[src/rtl/calc_seq_pkg.sv]
// Shared encodings for the calculator sequencer: FSM states, op codes and
// the phase values the top-level display mux keys off.
package calc_seq_pkg;

    typedef enum logic [2:0] {
        S_A    = 3'd0,
        S_B    = 3'd1,
        S_OP   = 3'd2,
        S_RUN  = 3'd3,
        S_SHOW = 3'd4
    } state_t;

    localparam logic [1:0] OP_ADD = 2'b00;
    localparam logic [1:0] OP_SUB = 2'b01;
    localparam logic [1:0] OP_MUL = 2'b10;
    localparam logic [1:0] OP_BAD = 2'b11;

    localparam logic [1:0] PHASE_A    = 2'd0;
    localparam logic [1:0] PHASE_B    = 2'd1;
    localparam logic [1:0] PHASE_OP   = 2'd2;
    localparam logic [1:0] PHASE_EXEC = 2'd3;

    function automatic logic [1:0] phase_of(input state_t s);
        case (s)
            S_A:     return PHASE_A;
            S_B:     return PHASE_B;
            S_OP:    return PHASE_OP;
            default: return PHASE_EXEC;
        endcase
    endfunction

endpackage

[src/rtl/calc_seq_shift_mul.sv]
// Iterative W x W shift-add multiplier, LSB-first over i_b, N steps per
// product; o_done and o_product are valid together on the final step.
module shift_mul #(
    parameter int W = 8,
    parameter int N = W
) (
    input  logic           clk,
    input  logic           rst,
    input  logic           i_start,
    input  logic [W-1:0]   i_a,
    input  logic [W-1:0]   i_b,
    output logic           o_busy,
    output logic           o_done,
    output logic [2*W-1:0] o_product
);
    localparam int CW = (N > 1) ? $clog2(N) : 1;
    localparam logic [CW-1:0] LAST = CW'(N - 1);

    logic           r_busy;
    logic [CW-1:0]  r_cnt;
    logic [2*W-1:0] r_mcand;
    logic [W-1:0]   r_mplier;
    logic [2*W-1:0] r_acc;
    logic [2*W-1:0] w_acc_nx;

    assign w_acc_nx  = r_acc + (r_mplier[0] ? r_mcand : '0);
    assign o_busy    = r_busy;
    assign o_done    = r_busy && (r_cnt == LAST);
    assign o_product = w_acc_nx;

    always_ff @(posedge clk) begin
        if (rst) begin
            r_busy   <= 1'b0;
            r_cnt    <= '0;
            r_mcand  <= '0;
            r_mplier <= '0;
            r_acc    <= '0;
        end else if (i_start) begin
            r_busy   <= 1'b1;
            r_cnt    <= '0;
            r_mcand  <= {{W{1'b0}}, i_a};
            r_mplier <= i_b;
            r_acc    <= '0;
        end else if (r_busy) begin
            r_acc    <= w_acc_nx;
            r_mcand  <= r_mcand << 1;
            r_mplier <= r_mplier >> 1;
            r_cnt    <= r_cnt + CW'(1);
            if (r_cnt == LAST) begin
                r_busy <= 1'b0;
            end
        end
    end

endmodule

[src/rtl/key.sv]
// Push-button edge detector: two-flop synchronizer plus history flop,
// pulses o_push for one cycle when the active-low button is released.
module key (
    input  logic clk,
    input  logic rst,
    input  logic i_key_n,
    output logic o_push
);
    // Flops hold the pressed level so their reset value of 0 means idle.
    logic r_k1, r_k2, r_k3;

    always_ff @(posedge clk) begin
        if (rst) begin
            r_k1 <= 1'b0;
            r_k2 <= 1'b0;
            r_k3 <= 1'b0;
        end else begin
            r_k1 <= ~i_key_n;
            r_k2 <= r_k1;
            r_k3 <= r_k2;
        end
    end

    assign o_push = r_k3 & ~r_k2;

endmodule

[src/rtl/calc_seq.sv]
// Calculator operation sequencer: commits A, B and op from switches on key
// releases, computes add/sub in one cycle or multiply via shift_mul.
module calc_seq
    import calc_seq_pkg::*;
#(
    parameter int W          = 8,
    parameter int MUL_CYCLES = W
) (
    input  logic           clk,
    input  logic           rst,
    input  logic           key_next,
    input  logic           key_clr,
    input  logic [15:0]    sw,
    output logic [W-1:0]   a_val,
    output logic [W-1:0]   b_val,
    output logic [2*W-1:0] result,
    output logic           carry,
    output logic           err,
    output logic           busy,
    output logic           done,
    output logic [1:0]     phase,
    output logic [2:0]     dbg_state
);
    state_t         r_state, w_state_nx;
    logic [W-1:0]   r_a, r_b, w_a_nx, w_b_nx;
    logic [2*W-1:0] r_result, w_result_nx;
    logic           r_carry, r_err, r_busy, r_done;
    logic           w_carry_nx, w_err_nx, w_busy_nx, w_done_nx;
    logic           r_clr_s1, r_clr_s2;
    logic           w_push, w_clr, w_soft_rst;
    logic           w_mul_start, w_mul_done, w_unused_mul_busy;
    logic [2*W-1:0] w_mul_product;
    logic [W:0]     w_sum;
    logic           w_unused_sw;

    assign w_unused_sw = ^sw[15:10];

    key u_key (
        .clk     (clk),
        .rst     (rst),
        .i_key_n (key_next),
        .o_push  (w_push)
    );

    // The clear synchronizer only answers to rst so a held key_clr keeps clearing.
    always_ff @(posedge clk) begin
        if (rst) begin
            r_clr_s1 <= 1'b0;
            r_clr_s2 <= 1'b0;
        end else begin
            r_clr_s1 <= ~key_clr;
            r_clr_s2 <= r_clr_s1;
        end
    end

    assign w_clr      = r_clr_s2;
    assign w_soft_rst = rst | w_clr;

    shift_mul #(.W(W), .N(MUL_CYCLES)) u_mul (
        .clk       (clk),
        .rst       (w_soft_rst),
        .i_start   (w_mul_start),
        .i_a       (r_a),
        .i_b       (r_b),
        .o_busy    (w_unused_mul_busy),
        .o_done    (w_mul_done),
        .o_product (w_mul_product)
    );

    assign w_sum = {1'b0, r_a} + {1'b0, r_b};

    always_comb begin
        w_state_nx  = r_state;
        w_a_nx      = r_a;
        w_b_nx      = r_b;
        w_result_nx = r_result;
        w_carry_nx  = r_carry;
        w_err_nx    = r_err;
        w_busy_nx   = r_busy;
        w_done_nx   = 1'b0;
        w_mul_start = 1'b0;
        case (r_state)
            S_A: if (w_push) begin
                w_a_nx     = sw[W-1:0];
                w_state_nx = S_B;
            end
            S_B: if (w_push) begin
                w_b_nx     = sw[W-1:0];
                w_state_nx = S_OP;
            end
            S_OP: if (w_push) begin
                case (sw[9:8])
                    OP_ADD: begin
                        w_result_nx = {{(W-1){1'b0}}, w_sum};
                        w_carry_nx  = w_sum[W];
                        w_err_nx    = 1'b0;
                        w_done_nx   = 1'b1;
                        w_state_nx  = S_SHOW;
                    end
                    OP_SUB: begin
                        w_result_nx = {{W{1'b0}}, r_a - r_b};
                        w_carry_nx  = (r_a < r_b);
                        w_err_nx    = 1'b0;
                        w_done_nx   = 1'b1;
                        w_state_nx  = S_SHOW;
                    end
                    OP_MUL: begin
                        w_mul_start = 1'b1;
                        w_busy_nx   = 1'b1;
                        w_state_nx  = S_RUN;
                    end
                    OP_BAD: begin
                        w_result_nx = '0;
                        w_carry_nx  = 1'b0;
                        w_err_nx    = 1'b1;
                        w_done_nx   = 1'b1;
                        w_state_nx  = S_SHOW;
                    end
                endcase
            end
            // Pushes are deliberately ignored here; the multiplier owns the cycle count.
            S_RUN: if (w_mul_done) begin
                w_result_nx = w_mul_product;
                w_carry_nx  = 1'b0;
                w_err_nx    = 1'b0;
                w_busy_nx   = 1'b0;
                w_done_nx   = 1'b1;
                w_state_nx  = S_SHOW;
            end
            S_SHOW: if (w_push) begin
                w_state_nx = S_A;
            end
            default: w_state_nx = S_A;
        endcase
    end

    always_ff @(posedge clk) begin
        if (w_soft_rst) begin
            r_state  <= S_A;
            r_a      <= '0;
            r_b      <= '0;
            r_result <= '0;
            r_carry  <= 1'b0;
            r_err    <= 1'b0;
            r_busy   <= 1'b0;
            r_done   <= 1'b0;
        end else begin
            r_state  <= w_state_nx;
            r_a      <= w_a_nx;
            r_b      <= w_b_nx;
            r_result <= w_result_nx;
            r_carry  <= w_carry_nx;
            r_err    <= w_err_nx;
            r_busy   <= w_busy_nx;
            r_done   <= w_done_nx;
        end
    end

    assign a_val     = r_a;
    assign b_val     = r_b;
    assign result    = r_result;
    assign carry     = r_carry;
    assign err       = r_err;
    assign busy      = r_busy;
    assign done      = r_done;
    assign phase     = phase_of(r_state);
    assign dbg_state = r_state;

endmodule

[config.mk]
export PLATFORM = sky130hd
export DESIGN_NAME = calc_seq
export DESIGN_NICKNAME = d
export VERILOG_FILES = /design/src/rtl/calc_seq_pkg.sv /design/src/rtl/calc_seq_shift_mul.sv /design/src/rtl/key.sv /design/src/rtl/calc_seq.sv
export SDC_FILE = /design/constraint.sdc
export NUM_CORES = 1
export LEC_CHECK = 0
export ABC_AREA = 1
export ABC_CLOCK_PERIOD_IN_PS = 2500
export CAP_MARGIN = 25
export CORE_UTILIZATION = 25
export CTS_CLUSTER_DIAMETER = 40
export DETAILED_ROUTE_END_ITERATION = 10
export SLEW_MARGIN = 5
export SYNTH_ARGS = -nofsm -noshare
export SYNTH_HDL_FRONTEND = slang
export SYNTH_SLANG_ARGS = --single-unit
[constraint.sdc]
create_clock -name clk -period 2.5 [get_ports clk]
set_input_delay 0.5 -clock clk [delete_from_list [all_inputs] [get_ports clk]]
set_output_delay 0.5 -clock clk [all_outputs]
set_load 0.02 [all_outputs]
==> impl_results.md, run 1 <==
* Cell Rows at 53
* Largest stage delay, worst path at 0.60 ns
* Syn nets at 866
* Starting DRT DRC Count at 231
* Share of cells above drive strength 1 at between 6 and 7%
* Layout area overhead at 22.1%
* Drt first pass iters at 5
* Peak supply drop at 0.288 mV
* Slowest CP cell: clkdlybuf4s50_1
* Die Ht at 148 µm
* Register area share after synthesis at between 30% and 40%
* Element type at the critical path start: register
* Number of cells on the critical path at 5
* Largest net degree at the start of global routing at just over 50
* Hold Crit Depth at 2
* Critical path cell sequence: inv_2 > nand2_1 > nor2_1 > nor2_1 > clkdlybuf4s50_1
* Root Buffer: clkbuf_16
* Synthesized cell area at 0.00533 mm²
* Fin util at 31.0%
* Crit path time final at 2.36 ns
* Max Cap Violations at 0
* IO Port Bufs at 54
* FF/Latch Area at about 0.0018 mm²
* Synthesized area per cell at 6.57 µm²
* YS warnings at 0
* DR vias/cell at 4.44
* Clk_skew at 0.00919 ns
* TritonCTS clock tree: done
* Top delay family on crit path: buffers and inverters
* Post-DP HPWL at 10.5 mm
* # nets final at slightly above 900
* DRC at 0
* Commonest non-fill, non-tap cell in the layout: nand2_1
* Initial Utilization at between 20% and 30%
* Crit path required time at 2.00 ns
* Critical path capture point type: primary output
* Layout filler cell count at 2,377
* Leakage at about 0.003 µW
* Setup tns final at 0 ns
* Syn Inst Count at 810
* Gr ovfl total at 0
* Worst-path clk slew at 0.07 ns
* Longest Clk Path Bufs at 2
* Worst Max-Slew Pin Slew at 0.554 ns
* Global-route wire length before repair at 23.4 mm
* Setup Fix Bufs, Post-CTS at 0
* I/O pin total at 61
* Post-CTS resize count at 0
* Vias in the first global route at 5,016
* Most frequent cells in the layout: 251 x nand2_1, 113 x inv_1, 88 x dfxtp_1
* Fin. max-slew vios at 0
* Data arrival, critical path at 1.86 ns
* DRT antenna net count at 0
* Power Density at 464 mW/mm²
* Die area at 0.0219 mm²
* Outcome: finished, final reports clean
* Clock sink count at 88
* RSZ-0062 raised after global routing: false
* Clock latency on the worst-skew pair at roughly 0.35 ns
* Total power at a little over 3000 µW
* Die outline width at approximately 150 µm
* Initial antenna violation count at 0
* Synth cell types at 42
* Kind of critical path: register to primary output
* Core Footprint at 0.0210 mm²
* Setup crit start: dbg_state[2]
* Final setup violation count at 0
* # H-tree levels at 3
* FF-to-FF path depth at 13
* Slew HR at 63.0%
* Final period util at 94.3%
* R2R Path Start: u_mul.r_mcand[0]
* Cts hold-fix bufs at 0
* Hold Startpoint: u_key.r_k1
* Num CTS Buffers at 9
* GRT Total Usage at 13.2%
* Final hold vios at 0
* Routed vias at 5,068
* Ant. Diodes at 0
* Buf/Inv on CP at 2
* Seq cells post-synth at roughly 90
* Routability Congestion at ~0.84
* Hold WC Path Type: register to register
* F_max at 424 MHz
* Final wirelength at 13.7 mm
* Footprint of the multi-input gates at between 0.002 and 0.003 mm²
* Routed len/inst at 12.0 µm
* Worst-path maximum fanout at 5
* Most numerous cell on the critical path: nor2_1
## cell usage after synthesis, drive strengths merged
library cell	instances	area (µm²)
o21ai	31	170
clkbuf	15	56.3
a21o	2	15.0
a22o	1	8.76
o21a	1	7.51
fa	3	60.1
dfxtp	88	1760
nand2	253	960
nor2	77	357
xor2	3	26.3
nand3	60	323
buf	12	67.6
and2	3	18.8
a21oi	67	339
nand3b	6	45.0
o211ai	4	30.0
clkinv	1	3.75
a22oi	3	22.5
nand4	2	12.5
a211oi	1	7.51
or2	2	12.5
o31a	1	8.76
xnor2	3	26.3
inv	118	443
nor3	5	36.3
a31oi	15	93.8
ha	33	413
## cell type report
| type | instances | area share, % |
|---|---|---|
| clock buffers | 11 | 3.89 |
| well taps | 275 | 5.29 |
| flip-flops and latches | 88 | 27.1 |
| inverters | 119 | 6.87 |
| multi-input cells | 576 | 46.0 |
| repair buffers | 67 | 9.82 |
| clock inverters | 5 | 0.982 |
## layer usage
layer  up-vias  routed length, µm  GRT usage, %
met5         -                  0             0
met2        90               6450          22.7
li1       2670                  -             -
met4         0                310          4.90
met1      2286               6580          16.7
met3        22                383          1.94
## logic make-up after synthesis
logic type	count (synthesis)	synth area share [%]
buf+inv	146	10.7
simple gates	408	33.1
compound gates	126	13.2
flops	88	33.1
fa+ha+maj	36	8.88
xor+xnor	6	0.987
## final timing paths
path / endpoint / slack [ns]
worst max-delay path: phase[1] / 0.14
worst min-delay path: u_key.r_k2 / 0.40
worst max register to register: result[8] / 0.33
worst min register to register: u_key.r_k2 / 0.40
## metrics by stage
| stage | instance area, µm² | cells | setup WS [ns] | hold slack (ns) |
|---|---|---|---|---|
| final | 6500 | 1141 | 0.142 | 0.403 |
| after global routing | 6500 | 1141 | 0.0456 | 0.422 |
| after CTS | 6500 | 1141 | 0.114 | 0.405 |
| after detailed placement | 6180 | 1125 | 0.169 | 0.395 |
| after global placement | 6180 | 1125 | 0.187 | 0.389 |
| after floorplan | 5330 | 810 | 0.155 | 0.388 |
## where the power goes
group	switching (µW)	internal [µW]	leakage [µW]
Clock	589	836	0.000152
Combinational	106	65.8	0.00219
Sequential	9.03	1410	0.000710
## registers in the layout, summed over array words and instances (netlist names)
signal / count
result: 16
u_mul.r_acc: 16
u_mul.r_mcand: 16
a_val: 8
b_val: 8
u_mul.r_mplier: 8
dbg_state: 3
u_mul.r_cnt: 3
busy: 1
carry: 1
done: 1
err: 1
r_clr_s1: 1
r_clr_s2: 1
u_key.r_k1: 1
u_key.r_k2: 1
u_key.r_k3: 1
u_mul.o_busy: 1
## worst min-delay path: cells and delay by family, from the launching register on
kind                   cells  cell delay (ns)
flip-flops                 1             0.30
buffers and inverters      1             0.04
AND/OR/NAND/NOR            1             0.03
Power figures use the tool's default switching activity.
==> run 2: changes to the inputs <==
--- a/config.mk
+++ b/config.mk
@@ -11,6 +11,7 @@
 export CORE_UTILIZATION = 25
 export CTS_CLUSTER_DIAMETER = 40
 export DETAILED_ROUTE_END_ITERATION = 10
+export REMOVE_ABC_BUFFERS = 1
 export SLEW_MARGIN = 5
 export SYNTH_ARGS = -nofsm -noshare
 export SYNTH_HDL_FRONTEND = slang
==> run 2 against run 1 <==
  * Utilization shrank 0.16 points
  * Clock skew down 0.00096 ns
  * Final cell count is essentially flat
  * Setup slack gained 0.072 ns
  * Die area did not move
  * Total power down 5.8%
  * First-iteration DRC count increased by 20%
  * Largest power group is now registers
==> impl_results.md, run 2 (same netlist as run 1, synthesis figures left out) <==
* Outcome: finished, final reports clean
* Hold Crit Depth at 2 (unchanged)
* Power Density at 439 mW/mm² (-5.3%)
* Post-CTS resize count at 0 (unchanged)
* Cell Area, Placed at 0.00620 mm² (+0.32%)
* R2R Path Start: u_mul.r_mcand[0]
* Final period util at 91.5% (-2.9 points)
* I/O pin total at 61 (unchanged)
* Starting DRT DRC Count at 277 (+20%)
* Clock sink count at 88 (unchanged)
* Core Footprint at 0.0210 mm² (unchanged)
* Largest net degree at the start of global routing at 51 (unchanged)
* Root Buffer: clkbuf_16
* Reg2reg setup slack at 0.34 ns (about the same)
* Critical path capture point type: primary output
* Crit path required time at 2.00 ns (about the same)
* FF/Latch Area at 0.00176 mm² (unchanged)
* Num CTS Buffers at 9 (unchanged)
* Element type at the critical path start: register
* Data arrival, critical path at 1.79 ns (-0.07 ns)
* DRC at 0 (unchanged)
* Post-DP HPWL at 10.5 mm (-0.57%)
* Max Cap Violations at 0 (unchanged)
* Final hold vios at 0 (unchanged)
* Fin util at 30.9% (-0.16 points)
* Hold WC Path Type: register to register
* Ant. Diodes at 0 (unchanged)
* Hold endpoint: u_key.r_k2
* Longest Clk Path Bufs at 2 (unchanged)
* Final setup violation count at 0 (unchanged)
* Initial Utilization at 25.4% (unchanged)
* Footprint of the multi-input gates at 0.00299 mm² (unchanged)
* Design area at 0.00647 mm² (-0.50%)
* Layout area overhead at 21.5%
* Worst-path maximum fanout at 6 (+1)
* Cts hold-fix bufs at 0 (unchanged)
* Crit path time final at 2.29 ns (-0.0716 ns)
* Final wirelength at 13.6 mm (-0.82%)
* DR vias/cell at 4.36 (-1.9%)
* Worst Max-Slew Pin Slew at 0.526 ns (-0.0287 ns)
* Setup tns final at 0 ns (unchanged)
* Cell Rows at 53 (unchanged)
* Worst-path clk slew at 0.06 ns (about the same)
* RR Endpoint: u_mul.r_acc[14]
* Commonest non-fill, non-tap cell in the layout: nand2_1
* TritonCTS clock tree: done
* Clk_skew at 0.00823 ns (-0.000963 ns)
* Die Ht at 148 µm (unchanged)
* Kind of critical path: register to primary output
* Share of cells above drive strength 1 at 6.00% (-0.12 points)
* Most frequent cells in the layout: 251 x nand2_1, 113 x inv_1, 88 x dfxtp_1
* DRT antenna net count at 0 (unchanged)
* Die area at 0.0219 mm² (unchanged)
* Layout filler cell count at 2,402 (+1.1%)
* IO Port Bufs at 54 (unchanged)
* Slew HR at 64.9% (+1.9 points)
* Initial antenna violation count at 0 (unchanged)
* Setup Fix Bufs, Post-CTS at 0 (unchanged)
* Peak supply drop at 0.263 mV (-8.9%)
* Routed len/inst at 11.9 µm (-0.91%)
* Routability Congestion at 0.844 (+0.36%)
* FF-to-FF path depth at 17 (+4)
* Routed vias at 4,976 (-1.8%)
* Fin. max-slew vios at 0 (unchanged)
* Setup WS post-layout at 0.214 ns (+0.0716 ns)
* # H-tree levels at 3 (unchanged)
* RSZ-0062 raised after global routing: false
* Leakage at 0.00304 µW (-0.36%)
* GRT Total Usage at 13.4% (+0.23 points)
* F_max at 437 MHz (+3.1%)
* Vias in the first global route at 4,697 (-6.4%)
* Drt first pass iters at 7 (+2)
* Die outline width at 148 µm (unchanged)
* # nets final at 918 (+0.11%)
* Dpl ws at 0.104 ns (-0.0646 ns)
* Hold Startpoint: u_key.r_k1
* Global-route wire length before repair at 23.3 mm (-0.53%)
* Clock latency on the worst-skew pair at 0.35 ns (about the same)
* Gr ovfl total at 0 (unchanged)
-- run 2: changes by cell type in the layout (fill, tap and decap cells not counted) --
cell       previous run  this run
buf_12                0         1
bufinv_16             1         0
clkbuf_1              0         2
clkbuf_8              2         0
clkinv_2              0         3
clkinv_4              2         0
-- run 2: area by class of cell --
| class | instances | area share (%) |
|---|---|---|
| clock buffer | 11 | 3.60 |
| clock inverter | 5 | 0.484 |
| inverter | 119 | 6.91 |
| multi-input combinational | 576 | 46.3 |
| sequential | 88 | 27.2 |
| tap | 275 | 5.32 |
| timing repair buffer | 68 | 10.2 |
-- run 2: how the worst max path moves through the flow --
stage                            start         end  slack [ns]  cells after the start
after CTS                 dbg_state[0]    phase[1]        0.17                      5
after global routing      dbg_state[0]    phase[1]        0.08                      5
final                     dbg_state[0]    phase[1]        0.21                      5
after global placement           sw[9]  result[10]        0.14                     10
after floorplan           u_mul.o_busy   result[5]       -0.17                      9
after detailed placement         sw[9]  result[10]        0.10                     10
-- run 2: critical path, stage by stage, from the launching register on --
cell	delay (ns)
dfxtp_1	0.33
inv_1	0.18
nand2_1	0.10
nor2_1	0.19
nor2_1	0.09
clkdlybuf4s50_1	0.55
-- run 2: metrics by stage --
stage / std cells / total power (µW) / hold WS, ns
after detailed placement: 1126 / 1630 / 0.396
after global placement: 1126 / 1630 / 0.390
after CTS: 1142 / 2890 / 0.405
after floorplan: 783 / 1540 / 0.388
after global routing: 1142 / 2960 / 0.441
final: 1142 / 2840 / 0.404
-- run 2: power breakdown --
group | switching (µW) | internal (µW)
clock | 575 | 673
sequential | 9.13 | 1410
combinational | 106 | 68.4
-- run 2: per-layer routing --
layer,track usage (%),wire length [µm],vias to the layer above,part of all wire (%)
li1,-,-,2675,-
met1,17.8,6830,2221,50
met2,21.7,6220,70,46
met3,2.72,395,10,2.9
met4,4.43,167,0,1.2
met5,0,0,-,0
